`src/rtl/i2c_slave_if.sv`:
```
// I2C responder: oversamples SCL/SDA on clk, matches a 7-bit address, ACKs and
// moves bytes to/from core logic. SDA is open-drain; sda_oe=1 pulls the line low.
module i2c_slave_if #(
  parameter int SYNC_STAGES = 2
) (
  input  logic       clk,
  input  logic       reset,
  input  logic [6:0] own_addr,
  input  logic       scl,
  input  logic       sda_in,
  output logic       sda_oe,
  output logic [7:0] rx_data,
  output logic       rx_valid,
  input  logic [7:0] tx_data,
  output logic       tx_load,
  output logic       rw,
  output logic       busy,
  output logic       stop_det
);

  typedef enum logic [2:0] {
    IDLE, ADDR, ADDR_ACK, WR_DATA, WR_ACK, RD_DATA, RD_ACK, IGNORE
  } state_t;

  state_t state, state_nxt;

  logic [SYNC_STAGES-1:0] scl_sync, sda_sync;
  logic                   scl_prev, sda_prev;
  logic                   scl_s, sda_s;
  logic                   scl_rise, scl_fall, start_cond, stop_cond;

  logic [3:0] bit_cnt, bit_cnt_nxt;
  logic [7:0] shreg, shreg_nxt;
  logic [7:0] rx_byte;
  logic [7:0] rx_data_nxt;
  logic       sda_oe_nxt, rw_nxt, busy_nxt;
  logic       rx_valid_nxt, tx_load_nxt, stop_det_nxt;

  // Synchronizer stage: presets to idle-bus level so reset release never looks like START
  always_ff @(posedge clk or negedge reset) begin
    if (!reset) begin
      scl_sync <= '1;
      sda_sync <= '1;
      scl_prev <= 1'b1;
      sda_prev <= 1'b1;
    end else begin
      scl_sync <= {scl_sync[SYNC_STAGES-2:0], scl};
      sda_sync <= {sda_sync[SYNC_STAGES-2:0], sda_in};
      scl_prev <= scl_sync[SYNC_STAGES-1];
      sda_prev <= sda_sync[SYNC_STAGES-1];
    end
  end

  assign scl_s      = scl_sync[SYNC_STAGES-1];
  assign sda_s      = sda_sync[SYNC_STAGES-1];
  assign scl_rise   = scl_s & ~scl_prev;
  assign scl_fall   = ~scl_s & scl_prev;
  assign start_cond = scl_s & scl_prev & sda_prev & ~sda_s;
  assign stop_cond  = scl_s & scl_prev & ~sda_prev & sda_s;
  assign rx_byte    = {shreg[6:0], sda_s};

  // Protocol stage: next-state and output decode
  always_comb begin
    state_nxt    = state;
    bit_cnt_nxt  = bit_cnt;
    shreg_nxt    = shreg;
    sda_oe_nxt   = sda_oe;
    rw_nxt       = rw;
    busy_nxt     = busy;
    rx_data_nxt  = rx_data;
    rx_valid_nxt = 1'b0;
    tx_load_nxt  = 1'b0;
    stop_det_nxt = 1'b0;

    case (state)
      ADDR: begin
        if (scl_rise) begin
          shreg_nxt   = rx_byte;
          bit_cnt_nxt = bit_cnt + 4'd1;
          if (bit_cnt == 4'd7) begin
            rw_nxt = sda_s;
            if (shreg[6:0] != own_addr) begin
              state_nxt = IGNORE;
              busy_nxt  = 1'b0;
            end
          end
        end else if (scl_fall && bit_cnt == 4'd8) begin
          sda_oe_nxt  = 1'b1;
          busy_nxt    = 1'b1;
          bit_cnt_nxt = 4'd0;
          state_nxt   = ADDR_ACK;
        end
      end
      ADDR_ACK: begin
        if (scl_fall) begin
          bit_cnt_nxt = 4'd0;
          if (rw) begin
            shreg_nxt   = tx_data;
            tx_load_nxt = 1'b1;
            sda_oe_nxt  = ~tx_data[7];
            state_nxt   = RD_DATA;
          end else begin
            sda_oe_nxt = 1'b0;
            state_nxt  = WR_DATA;
          end
        end
      end
      WR_DATA: begin
        if (scl_rise) begin
          shreg_nxt   = rx_byte;
          bit_cnt_nxt = bit_cnt + 4'd1;
          if (bit_cnt == 4'd7) begin
            rx_data_nxt  = rx_byte;
            rx_valid_nxt = 1'b1;
          end
        end else if (scl_fall && bit_cnt == 4'd8) begin
          sda_oe_nxt  = 1'b1;
          bit_cnt_nxt = 4'd0;
          state_nxt   = WR_ACK;
        end
      end
      WR_ACK: begin
        if (scl_fall) begin
          sda_oe_nxt = 1'b0;
          state_nxt  = WR_DATA;
        end
      end
      RD_DATA: begin
        // bit7 went out on entry, so seven more falls present bits 6..0 and the eighth releases
        if (scl_fall) begin
          if (bit_cnt == 4'd7) begin
            sda_oe_nxt  = 1'b0;
            bit_cnt_nxt = 4'd0;
            state_nxt   = RD_ACK;
          end else begin
            shreg_nxt   = {shreg[6:0], 1'b0};
            sda_oe_nxt  = ~shreg[6];
            bit_cnt_nxt = bit_cnt + 4'd1;
          end
        end
      end
      RD_ACK: begin
        // A NACK leaves on the rise, so reaching the fall here means the master ACKed
        if (scl_rise && sda_s) begin
          state_nxt = IGNORE;
        end else if (scl_fall) begin
          shreg_nxt   = tx_data;
          tx_load_nxt = 1'b1;
          sda_oe_nxt  = ~tx_data[7];
          bit_cnt_nxt = 4'd0;
          state_nxt   = RD_DATA;
        end
      end
      IGNORE:  sda_oe_nxt = 1'b0;
      IDLE:    sda_oe_nxt = 1'b0;
      default: state_nxt = IDLE;
    endcase

    if (start_cond) begin
      state_nxt   = ADDR;
      bit_cnt_nxt = 4'd0;
      sda_oe_nxt  = 1'b0;
    end
    if (stop_cond) begin
      state_nxt    = IDLE;
      sda_oe_nxt   = 1'b0;
      busy_nxt     = 1'b0;
      stop_det_nxt = 1'b1;
    end
  end

  always_ff @(posedge clk or negedge reset) begin
    if (!reset) begin
      state    <= IDLE;
      bit_cnt  <= 4'd0;
      sda_oe   <= 1'b0;
      rw       <= 1'b0;
      busy     <= 1'b0;
      rx_data  <= 8'd0;
      rx_valid <= 1'b0;
      tx_load  <= 1'b0;
      stop_det <= 1'b0;
    end else begin
      state    <= state_nxt;
      bit_cnt  <= bit_cnt_nxt;
      sda_oe   <= sda_oe_nxt;
      rw       <= rw_nxt;
      busy     <= busy_nxt;
      rx_data  <= rx_data_nxt;
      rx_valid <= rx_valid_nxt;
      tx_load  <= tx_load_nxt;
      stop_det <= stop_det_nxt;
    end
  end

  always_ff @(posedge clk) begin
    shreg <= shreg_nxt;
  end

endmodule

```
`config.mk`:
```
export PLATFORM = sky130hd
export DESIGN_NAME = i2c_slave_if
export DESIGN_NICKNAME = d
export VERILOG_FILES = /design/src/rtl/i2c_slave_if.sv
export SDC_FILE = /design/constraint.sdc
export NUM_CORES = 1
export LEC_CHECK = 0
export ABC_CLOCK_PERIOD_IN_PS = 3200
export BUFFER_PORTS_ARGS = -buffer_cell sky130_fd_sc_hd__buf_2
export CAP_MARGIN = 20
export CORE_UTILIZATION = 48
export DETAILED_ROUTE_END_ITERATION = 8
export GPL_ROUTABILITY_DRIVEN = 0
export PLACE_DENSITY = 0.74
export SLEW_MARGIN = 20
export SYNTH_ARGS = -nofsm -noshare
export SYNTH_HDL_FRONTEND = slang
export SYNTH_SLANG_ARGS = --single-unit
```
`constraint.sdc`:
```
create_clock -name clk -period 3.2 [get_ports clk]
set_clock_uncertainty 0.15 [all_clocks]
set_input_delay 0.64 -clock clk [delete_from_list [all_inputs] [get_ports clk]]
set_output_delay 0.64 -clock clk [all_outputs]
set_load 0.03 [all_outputs]
```
# == Word level (Yosys, flattened, before mapping) ==
# Index checks and enable logic that the tools add are counted.
# classes
n_reduce_logical,17
bitwise_logic,13
add_sub_neg,1
muxes,58
n_eq_ne,36
# ops
op,n
$mux 7,7
$mux 3,15
$ne 4x4->1 const B,8
$mux 4,7
$pmux 7 s4,1
$mux 1,24
$ne 5x5->1 const B,4
$pmux 3 s6,1
$pmux 4 s4,1
$eq 3x3->1 const B,4
$ne 2x2->1 const B,6
$reduce_and 11->1,1
$ne 4x1->1 const B,2
$reduce_and 4->1,2
$reduce_and 8->1,1
$reduce_bool 8->1,1
$and 1x1->1,7
$ne 7x7->1,1
$reduce_and 7->1,1
$eq 3x2->1 const B,2
$ne 3x1->1 const B,2
$ne 3x3->1 const B,2
$not 1->1,6
$pmux 1 s6,1
other kinds (15),18
# totals
register_bits,34

# == Longest topological paths before layout ==
# Gate-level depths: netlist of run 1.
# logic_depth
ltp_word,8
ltp_mapped,8
ltp_nobuf,7

# == Least setup slack after synthesis of run 1 ==
# Ideal clock, no wire load.
# synth_path
kind,register -> register
from,reg scl_sync[1]
to,reg shreg[0] (enable)
slack_ps,1294
path_stages_with_launch,4
path_buffers,1
setup_ps,381
arrival_ps,1375
path_cell_list,dfstp_2 > nand2b_1 > buf_2 > o21ai_0
# synth_between
elab_chain_cells,4
word_cells_on_any_way,10
cone_classes,eq/ne (5); bitwise (3); reduce/logical (2)
# synth_rtl
element,line,rtl
from (decl),27,"logic [SYNC_STAGES-1:0] scl_sync, sda_sync;"
from (signal assigned),47,"scl_sync <= {scl_sync[SYNC_STAGES-2:0], scl};"
$and 1x1->1 / $not 1->1 (equally long branches),"56, 57",
$logic_and 1x1->1 / $and 1x1->1 (equally long branches),"144, 57",
$ne 2x2->1 (no source line),--,
$reduce_and 8->1 (no source line) *,--,
to (signal assigned),197,shreg <= shreg_nxt;
to (decl),33,"logic [7:0] shreg, shreg_nxt;"
# Every way passes the cells marked *; elsewhere a longest branch is shown, timed or not.
# A chain may end at the register's enable or synchronous reset.

# == Worst setup path in the final report of run 1 ==
# layout_path
from,reg state[2]
to,reg state[0]
# layout_between
elab_chain_cells,4
word_cells_on_any_way,21
cone_classes,eq/ne (16); mux (3); reduce/logical (2)
# layout_rtl
element,line,rtl
from (decl),25,"state_t state, state_nxt;"
from (signal assigned),184,state <= state_nxt;
"$eq 3x3->1, or another cell as far along",75,case (state)
$pmux 3 s6,75,
$mux 3,159,if (start_cond) begin
$mux 3,164,if (stop_cond) begin
# Parallel ways exist; a longest one is shown, timed or not.

==> results by group, run 1 <==
Setup path
  • Startpoint of the worst-slack reg-to-reg timing path: state[2]
  • Crit path max-delay family: flip-flops
  • R2R Setup Slk: 1.03 ns
  • Crit path launch: state[2]
  • Worst path max stage delay: 0.69 ns
  • Worst-path fanout max: 16
  • R2r endpoint: state[0]
  • Critical path type: reg -> reg
  • Stages on the worst setup path: 5
  • CP Data Arrival Time: 2.20 ns
  • Critical Path Sink Type: register
  • Critical path launch point type: register
  • Critical Path End: state[0]
  • CP max-delay cell: dfrtp_1
  • CP cell instances: and2b_1 -> a211oi_1 -> and4bb_4 -> o31a_1 -> o21a_1
  • Buffers and inverters on the worst path: 0
  • Reg2reg path depth: 5
  • Critical path data required time: 3.22 ns

STA
  • Max Clock Freq: 0.460 GHz
  • Setup TNS: 0 ns
  • Final period utilization: 0.679
  • Final Slew Violations: 0
  • RSZ-0062 raised after global routing: no
  • Final hold vios: 0
  • Finish-stage setup viols: 0
  • Clock period minus worst slack: 2.17 ns
  • Slew margin rel.: 0.576
  • Final worst slack: 1.03 ns
  • Worst Tran Pin Value: 0.636 ns

Detailed routing
  • Number of vias per cell: 5.79
  • # DRC: 0
  • Final wirelength: 3880 um
  • WL per Instance: 15.3 um
  • Vias: 1464
  • Iter 0 DRT Violations: 182
  • ANT nets after route: 0
  • Drt pass-1 iters: 4

Synth
  • Syn nets: 194
  • Mapped Area: 0.00186 mm^2
  • FFs w/ async S/R, synth: 0.794
  • Number of flops mapped to enable cells by yosys: 7
  • Post-Synthesis Cells: 173
  • Synth warn: 0
  • Register bit count reported by yosys: 34
  • Avg Inst Size Synth: 10.8 um^2
  • Register area share after synthesis: 0.480
  • Synth Flop Type: dfrtp_1
  • Yosys cell types: 51

Floorplanning
  • Site Rows: 22
  • Initial Util: 0.505
  • Area of the core: 0.00369 mm^2
  • IO Pins: 33
  • DIE AREA: 0.00413 mm^2
  • Die H: 64.3 um
  • Die width: 64.3 um

Finish
  • Most frequent cells in the layout: buf_2 (32), dfrtp_1 (21), nand2_1 (14)
  • Commonest non-fill, non-tap cell in the layout: buf_2
  • Share of layout cells above drive strength 1: 0.293
  • Layout Utilization: 0.576
  • N_diodes: 0
  • Design area: 0.00213 mm^2
  • Final-stage net count: 225
  • Layout area overhead: 14.2%

Place
  • Buffers on Ports: 32
  • Pre-CTS setup slack: 1.07 ns
  • DP HPWL: 2830 um
  • Placed instance area: 0.00205 mm^2

Power
  • Sw frac: 0.378
  • Leakage: 0.963 nW
  • P per Cell Area: 712 mW/mm^2
  • Clock power share: 0.197
  • Psw: 0.572 mW
  • Logic pwr share: 0.375
  • Seq pwr share: 0.428
  • VDD IR max: 0.317 mV
  • Pwr Total: 1.51 mW
  • Internal power: 0.942 mW

Global route
  • Pin count of the biggest net entering global routing: 28
  • Grt total ovfl: 0
  • First-pass GRT wire length: 6530 um
  • GR Util All Layers: 0.210
  • Vias in the first global route: 1375
  • Initial antenna violation count: 0

CTS
  • Num CTS Buffers: 5
  • Worst-path clk slew: 0.07 ns
  • Post-CTS Setup Bufs: 0
  • Clk Latency, worst-skew pair: 0.28 ns
  • CTS Root Cell: clkbuf_8
  • Post-CTS sizing: 0
  • TritonCTS clock tree: yes
  • CTS Buffer Depth: 2
  • H-Tree Depth: 2
  • Sink Count: 34
  • # hold bufs at CTS: 0

Outcome
  • Status: finished, final reports clean

Min path
  • Worst hold path type: reg -> reg

Job
  • Max Cap Viol: 0
==> power groups by stage <==
stage | Sequential, mW | Combinational (mW) | Clock [mW]
global placement | 0.644 | 0.548 | 0
detailed placement | 0.653 | 0.563 | 0
floorplan | 0.580 | 0.513 | 0
finish | 0.648 | 0.568 | 0.299
CTS | 0.645 | 0.568 | 0.307
global route | 0.665 | 0.630 | 0.321
==> cell usage after synthesis (3+ instances only) <==
master / instances / area share
xnor2_1: 3 / 0.014
dfstp_2: 6 / 0.085
xor2_1: 4 / 0.019
o21ai_0: 7 / 0.019
clkbuf_1: 3 / 0.0060
mux2_1: 8 / 0.048
inv_1: 6 / 0.012
a21oi_1: 10 / 0.027
nand2b_1: 9 / 0.030
mux2_2: 7 / 0.042
nand3_1: 3 / 0.0081
edfxtp_1: 7 / 0.11
o22ai_1: 3 / 0.010
o21ai_1: 4 / 0.011
dfrtp_1: 21 / 0.28
nor3_1: 4 / 0.011
nand3b_1: 3 / 0.012
o31ai_1: 3 / 0.012
nor2_1: 6 / 0.012
nand2_1: 14 / 0.028
buf_2: 5 / 0.013
==> registers in the layout, summed over array words and instances (netlist names), 2 cells and up <==
| name | flops |
|---|---|
| state | 3 |
| scl_sync | 2 |
| rx_data | 8 |
| sda_sync | 2 |
| bit_cnt | 4 |
| shreg | 7 |
==> cell type report <==
type,instances,area [um^2]
clock buffers,7,76.3
clock inverters,1,3.75
fillers,324,1560
inverters,6,22.5
multi-input cells,124,902
flip-flops and latches,34,893
well taps,48,60.1
repair buffers,33,168
==> worst min-delay path by stage <==
| stage | startpoint | to | slack (ns) | cells past startpoint |
|---|---|---|---|---|
| 6_report | scl_sync[0] | scl_sync[1] | 0.20 | 0 |
| 4_1_cts | scl_sync[0] | scl_sync[1] | 0.21 | 0 |
| 3_3_place_gp | scl_sync[0] | scl_sync[1] | 0.20 | 0 |
| 2_1_floorplan | reset | bit_cnt[0] | 0.19 | 0 |
| 3_5_place_dp | scl_sync[0] | scl_sync[1] | 0.20 | 0 |
| 5_1_grt | sda_sync[0] | sda_sync[1] | 0.21 | 0 |
==> routing by layer <==
| metal | vias to the layer above | routed length, um | track usage |
|---|---|---|---|
| li1 | 691 | - | - |
| met1 | 698 | 1700 | 0.277 |
| met2 | 63 | 1840 | 0.316 |
| met3 | 12 | 250 | 0.0571 |
| met4 | 0 | 89 | 0.106 |
| met5 | - | 0 | 0 |
==> metrics by stage <==
step	hold WS, ns	cells
3_3_place_gp	0.197	245
2_1_floorplan	0.194	173
5_1_grt	0.209	253
4_1_cts	0.207	253
3_5_place_dp	0.197	245
6_report	0.203	253
==> cells by family after synthesis <==
family | Yosys count | synth area share
XOR/XNOR | 7 | 0.0329
AO/OA/AOI/OAI | 46 | 0.175
buffers and inverters | 15 | 0.0356
AND/OR/NAND/NOR | 54 | 0.173
flip-flops | 34 | 0.480
multiplexers | 15 | 0.0907
adder cells (fa/ha/maj) | 2 | 0.0134
Power figures use the tool's default switching activity.
==> run 2: changes to the inputs <==
--- a/config.mk
+++ b/config.mk
@@ -5,7 +5,7 @@
 export SDC_FILE = /design/constraint.sdc
 export NUM_CORES = 1
 export LEC_CHECK = 0
-export ABC_CLOCK_PERIOD_IN_PS = 3200
+export ABC_CLOCK_PERIOD_IN_PS = 2250
 export BUFFER_PORTS_ARGS = -buffer_cell sky130_fd_sc_hd__buf_2
 export CAP_MARGIN = 20
 export CORE_UTILIZATION = 48
==> constraint.sdc (replaced) <==
create_clock -name clk -period 2.25 [get_ports clk]
set_clock_uncertainty 0.15 [all_clocks]
set_input_delay 0.45 -clock clk [delete_from_list [all_inputs] [get_ports clk]]
set_output_delay 0.45 -clock clk [all_outputs]
set_load 0.03 [all_outputs]
==> results by group, run 2 (synthesized netlist as in run 1, its figures left out) <==
Setup path
  • Worst path max stage delay: 0.60 ns
  • Critical path data required time: 2.28 ns
  • Critical path type: reg -> reg
  • CP Data Arrival Time: 2.05 ns
  • Critical path launch point type: register
  • Worst-path fanout max: 15
  • R2R Setup Slk: 0.23 ns
  • Critical Path Sink Type: register
  • CP cell instances: and2b_1 -> a211oi_1 -> and4bb_4 -> a21oi_1 -> o31ai_1
  • CP max-delay cell: dfrtp_1

STA
  • Setup TNS: 0 ns
  • Final period utilization: 0.897
  • Slew margin rel.: 0.596
  • RSZ-0062 raised after global routing: no
  • Final worst slack: 0.233 ns
  • Max Clock Freq: 0.496 GHz
  • Clock period minus worst slack: 2.02 ns
  • Final Slew Violations: 0
  • Final hold vios: 0
  • Finish-stage setup viols: 0
  • Worst Tran Pin Value: 0.606 ns

Finish
  • Final-stage net count: 231
  • Largest register FFs: 8
  • Commonest non-fill, non-tap cell in the layout: buf_2
  • Share of layout cells above drive strength 1: 0.327
  • Biggest register: rx_data
  • Fillers: 330
  • N_diodes: 0
  • Most frequent cells in the layout: buf_2 (32), dfrtp_1 (21), nand2_1 (14)
  • Layout area overhead: 17.3%
  • Largest registers: rx_data (8), shreg (7), bit_cnt (4)

Global route
  • Initial antenna violation count: 0
  • First-pass GRT wire length: 6720 um
  • Pin count of the biggest net entering global routing: 28
  • GR Util All Layers: 0.217
  • Vias in the first global route: 1474
  • Grt total ovfl: 0

Min path
  • Worst hold path type: in -> async

Floorplanning
  • DIE AREA: 0.00413 mm^2
  • IO Pins: 33
  • Area of the core: 0.00369 mm^2
  • Initial Util: 0.505
  • Site Rows: 22
  • Die width: 64.3 um
  • Die H: 64.3 um

CTS
  • Num CTS Buffers: 5
  • Clk Latency, worst-skew pair: 0.28 ns
  • TritonCTS clock tree: yes
  • CTS Buffer Depth: 2
  • CTS Root Cell: clkbuf_8
  • Worst-path clk slew: 0.07 ns
  • Post-CTS sizing: 0
  • H-Tree Depth: 2
  • Sink Count: 34
  • Post-CTS Setup Bufs: 0
  • # hold bufs at CTS: 0

Power
  • Leakage: 1.00 nW
  • VDD IR max: 0.565 mV
  • P per Cell Area: 1030 mW/mm^2

Place
  • Pre-CTS setup slack: 0.265 ns
  • DP HPWL: 3040 um
  • Buffers on Ports: 32

Detailed routing
  • Final wirelength: 4030 um
  • WL per Instance: 15.6 um
  • ANT nets after route: 0
  • Iter 0 DRT Violations: 103
  • # DRC: 0
  • Drt pass-1 iters: 4
  • Vias: 1504
  • Number of vias per cell: 5.81

Job
  • Max Cap Viol: 0

Outcome
  • Status: finished, final reports clean
[run 2: cell count changes in the layout (fill, tap and decap cells not counted), sizes merged]
| cell | change |
|---|---|
| clkbuf | -1 |
| buf | +6 |
| inv | +1 |
[run 2: where the power goes]
group	switching [mW]	total [mW]	internal, mW	leakage (nW)
registers	0.125	0.870	0.745	0.413
logic	0.488	0.911	0.423	0.540
clock network	0.218	0.464	0.246	0.0515
[run 2: critical path, delay by kind of cell, from the launching register on]
family | cells | cell delay (ns)
DFF | 1 | 0.60
AOI/OAI and AO/OA | 3 | 0.42
and+or+nand+nor | 2 | 0.73
[run 2: layout make-up]
type                    instances  area (um^2)  share of cell area
multi-input cells             124          902               0.413
clock buffers                   6         82.6              0.0378
well taps                      48         60.1              0.0275
repair buffers                 39          213              0.0974
inverters                       6         22.5              0.0103
clock inverters                 2         11.3             0.00515
flip-flops and latches         34          893               0.409
[run 2: per-stage QoR]
stage | instance area, um^2 | instances | power, mW | utilization | hold WS [ns]
6_report | 2180 | 259 | 2.25 | 0.592 | 0.0181
3_5_place_dp | 2090 | 251 | 1.78 | 0.567 | 0.199
5_1_grt | 2180 | 259 | 2.40 | 0.592 | 0.0621
3_3_place_gp | 2090 | 251 | 1.75 | 0.567 | 0.196
4_1_cts | 2180 | 259 | 2.26 | 0.592 | 0.0357
2_1_floorplan | 1860 | 173 | 1.55 | - | 0.00441
[run 2: worst paths after layout]
check	cells after the start	to	startpoint
max in group asynchronous	1	rx_data[5]	reset
worst max register to register	5	state[2]	state[0]
worst min register to register	0	scl_sync[1]	scl_sync[0]
worst max-delay path	5	state[2]	state[0]
min in group clk	1	sda_sync[0]	sda_in
worst min-delay path	1	sda_oe	reset
[run 2: metal layers]
| layer | global-route usage | vias to the layer above | part of all wire |
|---|---|---|---|
| li1 | - | 703 | - |
| met1 | 0.283 | 722 | 0.44 |
| met2 | 0.354 | 75 | 0.49 |
| met3 | 0.0500 | 4 | 0.063 |
| met4 | 0.0694 | 0 | 0.0082 |
| met5 | 0 | - | 0 |
==> run 3: changes to the inputs <==
--- a/config.mk
+++ b/config.mk
@@ -8,10 +8,12 @@
 export ABC_CLOCK_PERIOD_IN_PS = 2250
 export BUFFER_PORTS_ARGS = -buffer_cell sky130_fd_sc_hd__buf_2
 export CAP_MARGIN = 20
-export CORE_UTILIZATION = 48
+export CELL_PAD_IN_SITES_DETAIL_PLACEMENT = 0
+export CELL_PAD_IN_SITES_GLOBAL_PLACEMENT = 1
+export CORE_UTILIZATION = 43
 export DETAILED_ROUTE_END_ITERATION = 8
 export GPL_ROUTABILITY_DRIVEN = 0
-export PLACE_DENSITY = 0.74
+export PLACE_DENSITY = 0.83
 export SLEW_MARGIN = 20
 export SYNTH_ARGS = -nofsm -noshare
 export SYNTH_HDL_FRONTEND = slang
==> results by group, run 3 (synthesized netlist as in run 1, its figures left out) <==
Setup path
  • Critical path launch point type: register
  • CP cell instances: ha_1 -> nand3b_1 -> nor2_1 -> and3_1 -> mux2_1
  • Worst-path fanout max: 9
  • CP Data Arrival Time: 2.10 ns
  • Crit path max-delay family: simple AND/OR/NAND/NOR gates
  • Critical path type: reg -> reg
  • Worst path max stage delay: 0.44 ns
  • Critical Path Sink Type: register
  • Critical path data required time: 2.27 ns
  • CP max-delay cell: and3_1
  • Buffers and inverters on the worst path: 0

CTS
  • Post-CTS sizing: 0
  • Sink Count: 34
  • Num CTS Buffers: 5
  • TritonCTS clock tree: yes
  • CTS Buffer Depth: 2
  • CTS Root Cell: clkbuf_8
  • Post-CTS Setup Bufs: 0
  • Worst-path clk slew: 0.07 ns
  • H-Tree Depth: 2
  • # hold bufs at CTS: 0
  • Clk Latency, worst-skew pair: 0.29 ns

STA
  • Final Slew Violations: 0
  • Max Clock Freq: 0.481 GHz
  • Final period utilization: 0.925
  • Finish-stage setup viols: 0
  • Clock period minus worst slack: 2.08 ns
  • Final hold vios: 0
  • Setup TNS: 0 ns
  • Slew margin rel.: 0.595
  • Final worst slack: 0.169 ns
  • RSZ-0062 raised after global routing: no
  • Worst Tran Pin Value: 0.607 ns

Floorplanning
  • Site Rows: 23
  • IO Pins: 33
  • Die H: 67.8 um
  • Initial Util: 0.456
  • DIE AREA: 0.00460 mm^2
  • Area of the core: 0.00409 mm^2
  • Die width: 67.8 um

Place
  • Placed Cells: 254
  • Buffers on Ports: 32
  • DP HPWL: 3070 um
  • Pre-CTS setup slack: 0.187 ns

Finish
  • Commonest non-fill, non-tap cell in the layout: buf_2
  • Most frequent cells in the layout: buf_2 (32), dfrtp_1 (21), nand2_1 (14)
  • N_diodes: 0
  • Seq. cell area: 893 um^2
  • Fillers: 372
  • Final-stage net count: 232
  • Multi-input logic area: 902 um^2
  • Layout area overhead: 18.1%
  • Share of layout cells above drive strength 1: 0.325
  • Biggest register: rx_data
  • Largest registers: rx_data (8), shreg (7), bit_cnt (4)
  • Largest register FFs: 8
  • Non-filler instance count after layout: 262
  • Layout Utilization: 0.538

Job
  • Max Cap Viol: 0

Global route
  • Grt total ovfl: 0
  • First-pass GRT wire length: 6710 um
  • Pin count of the biggest net entering global routing: 28
  • Initial antenna violation count: 0
  • GR Util All Layers: 0.204
  • Vias in the first global route: 1395

Power
  • VDD IR max: 0.484 mV
  • P per Cell Area: 1040 mW/mm^2
  • Leakage: 1.01 nW

Outcome
  • Status: finished, final reports clean

Detailed routing
  • WL per Instance: 16.1 um
  • Final wirelength: 4210 um
  • ANT nets after route: 0
  • Vias: 1474
  • Iter 0 DRT Violations: 155
  • Number of vias per cell: 5.63
  • # DRC: 0
  • Drt pass-1 iters: 4

Min path
  • Worst hold path type: in -> async
==> run 3: report_power, final <==
group	total, mW	internal, mW	switching (mW)
registers	0.868	0.745	0.123
logic	0.973	0.457	0.516
clock network	0.447	0.218	0.229
total	2.29	1.42	0.867
==> run 3: area by class of cell <==
cell class              instances  share of cell area
repair buffers                 40               0.106
clock inverters                 2             0.00626
well taps                      50              0.0284
multi-input cells             124               0.410
clock buffers                   6              0.0330
inverters                       6              0.0102
flip-flops and latches         34               0.406
==> run 3: metal layers <==
| layer | GRT usage | routed length, um | vias to the layer above |
|---|---|---|---|
| li1 | - | - | 704 |
| met1 | 0.264 | 1850 | 708 |
| met2 | 0.314 | 2050 | 52 |
| met3 | 0.0541 | 208 | 10 |
| met4 | 0.102 | 104 | 0 |
| met5 | 0 | 0 | - |
==> run 3: worst paths after layout <==
check	depth (start not counted)	slack [ns]	endpoint	startpoint
setup / recovery	5	0.17	rx_data[2]	bit_cnt[0]
hold / removal	1	0.01	state[2]	reset
setup reg to reg	5	0.17	rx_data[2]	bit_cnt[0]
hold reg to reg	0	0.21	scl_sync[1]	scl_sync[0]
max in group asynchronous	1	1.54	bit_cnt[0]	reset
min in group clk	1	0.11	scl_sync[0]	scl
==> run 3: metrics by stage <==
step / total power, mW / hold slack [ns] / area (um^2)
3_3_place_gp: 1.81 / 0.196 / 2110
2_1_floorplan: 1.55 / 0.00441 / 1860
3_5_place_dp: 1.84 / 0.197 / 2110
4_1_cts: 2.30 / 0.0313 / 2200
6_report: 2.29 / 0.0113 / 2200
5_1_grt: 2.44 / 0.0614 / 2200
==> run 3: worst register-to-register path, cell delays in order (launching register included) <==
cell,delay (ns)
dfrtp_1,0.41
ha_1,0.22
nand3b_1,0.18
nor2_1,0.19
and3_1,0.44
mux2_1,0.37
